File: src/rtl/rll27_pkg.sv
// RLL(2,7) encoder shared types: parser states, group codewords and lengths.
// Pure declarations, no logic; imported by the LUT and the stream encoder top.
// Codewords are stored left-aligned in 8 bits so the shifter always emits bit 7.
package rll27_pkg;

  typedef enum logic [2:0] {
    ROOT,
    P1,
    P0,
    P01,
    P00,
    P001
  } rll_state_t;

  typedef logic [3:0] cw_len_t;

  localparam cw_len_t LEN_G2 = 4'd4;
  localparam cw_len_t LEN_G3 = 4'd6;
  localparam cw_len_t LEN_G4 = 4'd8;

  localparam logic [7:0] CW_10   = 8'b0100_0000;
  localparam logic [7:0] CW_11   = 8'b1000_0000;
  localparam logic [7:0] CW_000  = 8'b0001_0000;
  localparam logic [7:0] CW_010  = 8'b1001_0000;
  localparam logic [7:0] CW_011  = 8'b0010_0000;
  localparam logic [7:0] CW_0010 = 8'b0010_0100;
  localparam logic [7:0] CW_0011 = 8'b0000_1000;

  typedef struct packed {
    logic       done;
    logic [7:0] code;
    cw_len_t    len;
    rll_state_t nxt;
  } grp_t;

endpackage

File: src/rtl/rll27_group_lut.sv
// Parser step: maps (state, incoming bit) to group-done, codeword, length, next state.
// Latency: purely combinational.
// Backpressure: none here; the top decides whether the step is taken.
module rll27_group_lut
  import rll27_pkg::*;
(
  input  rll_state_t state,
  input  logic       b,
  output grp_t       grp
);

  always_comb begin
    grp = '{done: 1'b0, code: 8'h00, len: 4'd0, nxt: ROOT};
    unique case (state)
      ROOT: grp.nxt = b ? P1 : P0;
      P0:   grp.nxt = b ? P01 : P00;
      P1: begin
        grp.done = 1'b1;
        grp.code = b ? CW_11 : CW_10;
        grp.len  = LEN_G2;
      end
      P01: begin
        grp.done = 1'b1;
        grp.code = b ? CW_011 : CW_010;
        grp.len  = LEN_G3;
      end
      P00: begin
        if (b) begin
          grp.nxt = P001;
        end else begin
          grp.done = 1'b1;
          grp.code = CW_000;
          grp.len  = LEN_G3;
        end
      end
      P001: begin
        grp.done = 1'b1;
        grp.code = b ? CW_0011 : CW_0010;
        grp.len  = LEN_G4;
      end
      default: grp.nxt = ROOT;
    endcase
  end

endmodule

File: src/rtl/rll27_stream_encoder.sv
// RLL(2,7) stream encoder: words in MSB first, one channel bit per clock out; optional NRZI (RLL27_NRZI_EN).
// Latency: first channel bit valid after the edge that completes the first group (E2 for a leading 1x).
// Backpressure: out_ready low holds out_bit/out_last; parser stalls on a full codeword, then in_ready drops.
module rll27_stream_encoder
  import rll27_pkg::*;
#(
  parameter int DATA_W = 8
) (
  input  logic              clk,
  input  logic              rst,
  input  logic [DATA_W-1:0] in_data,
  input  logic              in_valid,
  input  logic              in_last,
  output logic              in_ready,
  output logic              out_bit,
  output logic              out_valid,
  input  logic              out_ready,
  output logic              out_last,
  output logic              busy
);

  localparam int CNT_W = $clog2(DATA_W + 1);

  rll_state_t        state;
  logic [DATA_W-1:0] w_bits;
  logic [CNT_W-1:0]  w_cnt;
  logic              w_last;
  logic              tail;
  logic [7:0]        cw_sr;
  cw_len_t           cw_len;
  logic              cw_last;

  grp_t grp;
  logic cur_bit;
  logic src_avail;
  logic cw_free;
  logic consume;
  logic word_end;
  logic load;
  logic last_grp;
  logic shift;

  // Tail padding takes priority over a freshly loaded next word.
  assign src_avail = tail || (w_cnt != '0);
  assign cur_bit   = tail ? 1'b0 : w_bits[DATA_W-1];

  rll27_group_lut u_lut (
    .state (state),
    .b     (cur_bit),
    .grp   (grp)
  );

  assign out_valid = (cw_len != 4'd0);
  assign shift     = out_valid && out_ready;
  assign cw_free   = (cw_len == 4'd0) || ((cw_len == 4'd1) && out_ready);
  assign consume   = src_avail && (!grp.done || cw_free);
  assign word_end  = consume && !tail && (w_cnt == CNT_W'(1));
  assign load      = consume && grp.done;
  assign last_grp  = tail || ((w_cnt == CNT_W'(1)) && w_last);

  assign in_ready  = (w_cnt == '0) || word_end;
  assign out_last  = cw_last && (cw_len == 4'd1);
  assign busy      = src_avail || (state != ROOT) || out_valid;

  always_ff @(posedge clk) begin
    if (rst) begin
      state   <= ROOT;
      w_bits  <= '0;
      w_cnt   <= '0;
      w_last  <= 1'b0;
      tail    <= 1'b0;
      cw_sr   <= 8'h00;
      cw_len  <= 4'd0;
      cw_last <= 1'b0;
    end else begin
      if (consume) state <= grp.nxt;

      if (in_valid && in_ready) begin
        w_bits <= in_data;
        w_cnt  <= CNT_W'(DATA_W);
        w_last <= in_last;
      end else if (consume && !tail) begin
        w_bits <= {w_bits[DATA_W-2:0], 1'b0};
        w_cnt  <= w_cnt - CNT_W'(1);
      end

      if (consume && tail && grp.done) tail <= 1'b0;
      else if (word_end && w_last && !grp.done) tail <= 1'b1;

      // A load on the final shift edge replaces the drained word with no bubble.
      if (load) begin
        cw_sr   <= grp.code;
        cw_len  <= grp.len;
        cw_last <= last_grp;
      end else if (shift) begin
        cw_sr  <= {cw_sr[6:0], 1'b0};
        cw_len <= cw_len - 4'd1;
      end
    end
  end

`ifdef RLL27_NRZI_EN
  logic nrzi_lvl;

  always_ff @(posedge clk) begin
    if (rst) nrzi_lvl <= 1'b0;
    else if (shift && cw_sr[7]) nrzi_lvl <= ~nrzi_lvl;
  end

  // Present the level that results from the bit currently on offer.
  assign out_bit = nrzi_lvl ^ cw_sr[7];
`else
  assign out_bit = cw_sr[7];
`endif

endmodule
File: config.mk
export PLATFORM = sky130hd
export DESIGN_NAME = rll27_stream_encoder
export DESIGN_NICKNAME = d
export VERILOG_FILES = /design/src/rtl/rll27_pkg.sv /design/src/rtl/rll27_group_lut.sv /design/src/rtl/rll27_stream_encoder.sv
export SDC_FILE = /design/constraint.sdc
export NUM_CORES = 1
export LEC_CHECK = 0
export ABC_CLOCK_PERIOD_IN_PS = 3000
export CORE_UTILIZATION = 55
export CTS_CLUSTER_SIZE = 16
export DETAILED_ROUTE_END_ITERATION = 6
export PLACE_DENSITY = 0.86
export SLEW_MARGIN = 20
export SYNTH_ARGS = -nofsm -noshare
export SYNTH_HDL_FRONTEND = slang
export SYNTH_SLANG_ARGS = --single-unit
File: constraint.sdc
create_clock -name clk -period 3 [get_ports clk]
set_input_delay 0.9 -clock clk [delete_from_list [all_inputs] [get_ports clk]]
set_output_delay 0.9 -clock clk [all_outputs]
set_load 0.1 [all_outputs]
==> results.md <==
* Worst slew margin at 59.2%
* Synth-to-Final Area Change at 17.6%
* Clk sinks at 28
* N_diodes at 0
* Starting Density at 59.4%
* Fin nets at 230
* Switch share at between 40% and 50%
* Final Util at 69.8%
* Post-route DRC at 2
* CTS root buf: clkbuf_4
* Vias/cell at between 6 and 7
* Total GRT Usage at 25.5%
* Final setup slack of the worst path at 0.0697 ns
* Largest net degree at the start of global routing at 17
* Worst hold path cell count at 2
* Tmin final at 2.93 ns
* Slew at the pin with the worst max-slew slack at around 0.6 ns
* Final ANT Viol Nets at 0
* IO Pins at 18
* Power Density at 1270 mW/mm²
* Crit-path cells: dlygate4sd2_1 -> a21oi_2 -> nor3_2 -> o211a_4 -> o21a_2 -> buf_12
* Clk_lat worst skew at 0.34 ns
* First-pass iteration count of the detailed router at 6
* Clock tree from TritonCTS: yes
* #FFs+latches synth at 28
* Yosys warns at 0
* Clock power share at 10.0%
* Syn Inst Count at 190
* Peak VDD IR at 0.556 mV
* Setup TNS Final at 0 ns
* Storage element area at 562 µm²
* HP Class: reg2reg
* Die span in y at 57.3 µm
* CTS Buf Count at 3
* Share of layout cells above drive strength 1 at approximately 29%
* Critical Path Stages at 6
* Fmax at between 0.3 and 0.4 GHz
* Delay-heaviest family, CP: compound AO/OA/AOI/OAI gates
* Row count at 19
* Net Count, Synth at ~210
* CTS H-tree depth at 1
* Buffers on Ports at 17
* CP Capture Type: primary output
* Initial antenna violation count at 0
* Vias at between 1000 and 1500
* CP max-delay cell: dlygate4sd2_1
* Die area at 0.00328 mm²
* Final setup viols at 0
* Max clock buf depth at 2
* Part of the cycle the worst path needs at 97.7%
* Area occupied by multi-input gates at 0.00104 mm²
* Placed instance area at approximately 0.0019 mm²
* Combinational fraction of design power at 64.3%
* Outcome: complete, but fails checks
* Critical Path AT at 2.03 ns
* Failing checks: design-rule violations
* Core area at approximately 0.0028 mm²
* Routability-driven placement congestion ratio at 0.884
* Max Transition Viols Final at 0
* DPL Wire Length at approximately 2800 µm
* Post-Synthesis Cell Area at 0.00168 mm²
* Clock Skew at 0.00640 ns
* Cell Int Power at roughly 1.3 mW
* Crit path required time at 2.10 ns
* Syn avg cell area at 8.84 µm²
* Critical path class: in2out
* Non-Filler Instances at around 240
* EDFF count, synth at 0
* Placed cells at about 240
* CP Max Fanout at 2
* Worst Path Buf+Inv at 2
* Cell leakage power at 0.717 nW
* Dpl ws at -0.113 ns
* Die X at around 57 µm
* Yosys cell types at 49
* Design area at 0.00198 mm²
* Setup crit start kind: primary input
* Initial DRC Count at 47
* Vias in the first global route at 1470
* Fin. Hold Viols at 0
* Switching component of the power at 1.24 mW
* First-pass GRT wire length at between 6000 and 7000 µm
* WHS at ~0.48 ns
* Grt ovf at 0
* Total Wirelength at ~3700 µm
* Post-synth ARST share at 0%
* Max-Cap Viols at 0
* Wirelength per Cell at 15.2 µm
* R2r worst-path depth at 8
* Sequential area share after synthesis at 33.4%
* # fillers at 220
* Slowest stage delay, CP at 0.25 ns
* Clock transition at path regs at 0.15 ns
* Post-synth top flop: dfxtp_1
* Total power at 2.50 mW
* Reg power frac at 25.6%
* RSZ-0062 raised after global routing: false
[flip-flops by register name (all words and copies together) (netlist names)]
name	flops
w_bits	8
cw_sr	6
cw_len	4
w_cnt	4
state	3
cw_last	1
tail	1
w_last	1
[timing repair]
item,4_1_cts,5_1_grt
hold buffers,0,0
pin swaps,1,0
setup buffers,1,0
gates resized for setup,2,3
endpoints found under the setup margin,1,2
[routing by layer]
layer	wire length, µm	vias to the layer above	share of wire (%)	global-route usage (%)
met5	0	-	0	0
met1	1550	704	42	29.3
met3	139	6	3.8	5.44
met4	64	0	1.7	11.5
li1	-	726	-	-
met2	1930	38	52	45.2
[layout by cell type (no fill, tap or decap), types with 2 or more instances in the layout]
cell type / instances
clkdlybuf4s50_1: 11
inv_1: 4
nand3_1: 6
xnor2_1: 5
ha_1: 4
nor3_1: 7
a211oi_1: 2
nor3_2: 3
buf_4: 14
a21oi_2: 8
o21ai_1: 2
nor2_2: 8
buf_12: 2
clkbuf_4: 3
nand2b_1: 2
o21a_1: 2
a211oi_2: 6
nor4_2: 2
a21oi_1: 9
dfxtp_1: 27
a311oi_1: 7
nand2b_4: 2
nor2_1: 15
o21ai_0: 2
nand2_1: 29
[power by group through the flow]
| stage | clock network [mW] | registers (mW) | logic (mW) |
|---|---|---|---|
| 2_1_floorplan | 0 | 0.626 | 1.22 |
| 3_3_place_gp | 0 | 0.636 | 1.52 |
| 3_5_place_dp | 0 | 0.643 | 1.58 |
| 4_1_cts | 0.256 | 0.634 | 1.60 |
| 5_1_grt | 0.265 | 0.655 | 1.75 |
| 6_report | 0.251 | 0.641 | 1.61 |
[area by class of cell]
class / instances / share of cell area (%)
multi-input combinational: 147 / 52.8
sequential: 28 / 28.4
timing repair buffer: 28 / 13.4
tap: 31 / 1.96
clock inverter: 1 / 1.52
clock buffer: 3 / 1.14
inverter: 4 / 0.760
[worst paths after layout]
kind              startpoint  slack (ns)   endpoint
setup / recovery   out_ready        0.07   in_ready
hold / removal     w_bits[0]        0.48  w_bits[0]
setup reg to reg    w_cnt[1]        0.78   w_cnt[1]
hold reg to reg    w_bits[0]        0.48  w_bits[0]
[worst reg2reg max path, delay by kind of cell, from the launching register on]
| family | cells | cell delay (ns) |
|---|---|---|
| buffers and inverters | 2 | 0.25 |
| flip-flops | 1 | 0.36 |
| AO/OA/AOI/OAI | 3 | 0.94 |
| adder cells (fa/ha/maj) | 1 | 0.25 |
| AND/OR/NAND/NOR | 2 | 0.34 |
[kinds of logic (layout without fill, tap and decap cells)]
| logic type | count (synthesis) | count (layout) | share of synthesized area, % |
|---|---|---|---|
| compound gates | 50 | 50 | 26.0 |
| xor+xnor | 6 | 6 | 3.13 |
| fa+ha+maj | 5 | 5 | 3.72 |
| buf+inv | 15 | 36 | 5.29 |
| flops | 28 | 28 | 33.4 |
| simple gates | 86 | 86 | 28.5 |
[synth_stat cells (all sizes together), types with 2 or more instances]
library cell / n / area [µm²]
dfxtp: 28 / 561
o211ai: 2 / 33.8
o21a: 3 / 22.5
nand2b: 4 / 40.0
o211a: 2 / 27.5
a21oi: 17 / 115
nor4: 3 / 31.3
a311oi: 7 / 61.3
buf: 7 / 58.8
xnor2: 5 / 43.8
nand2: 29 / 109
nor2: 23 / 101
o21ai: 5 / 28.8
clkbuf: 4 / 15.0
a211oi: 8 / 90.1
nor3: 10 / 65.1
nand3: 7 / 40.0
inv: 4 / 15.0
ha: 5 / 62.6
Note: power is estimated with default switching activity, not from simulation.
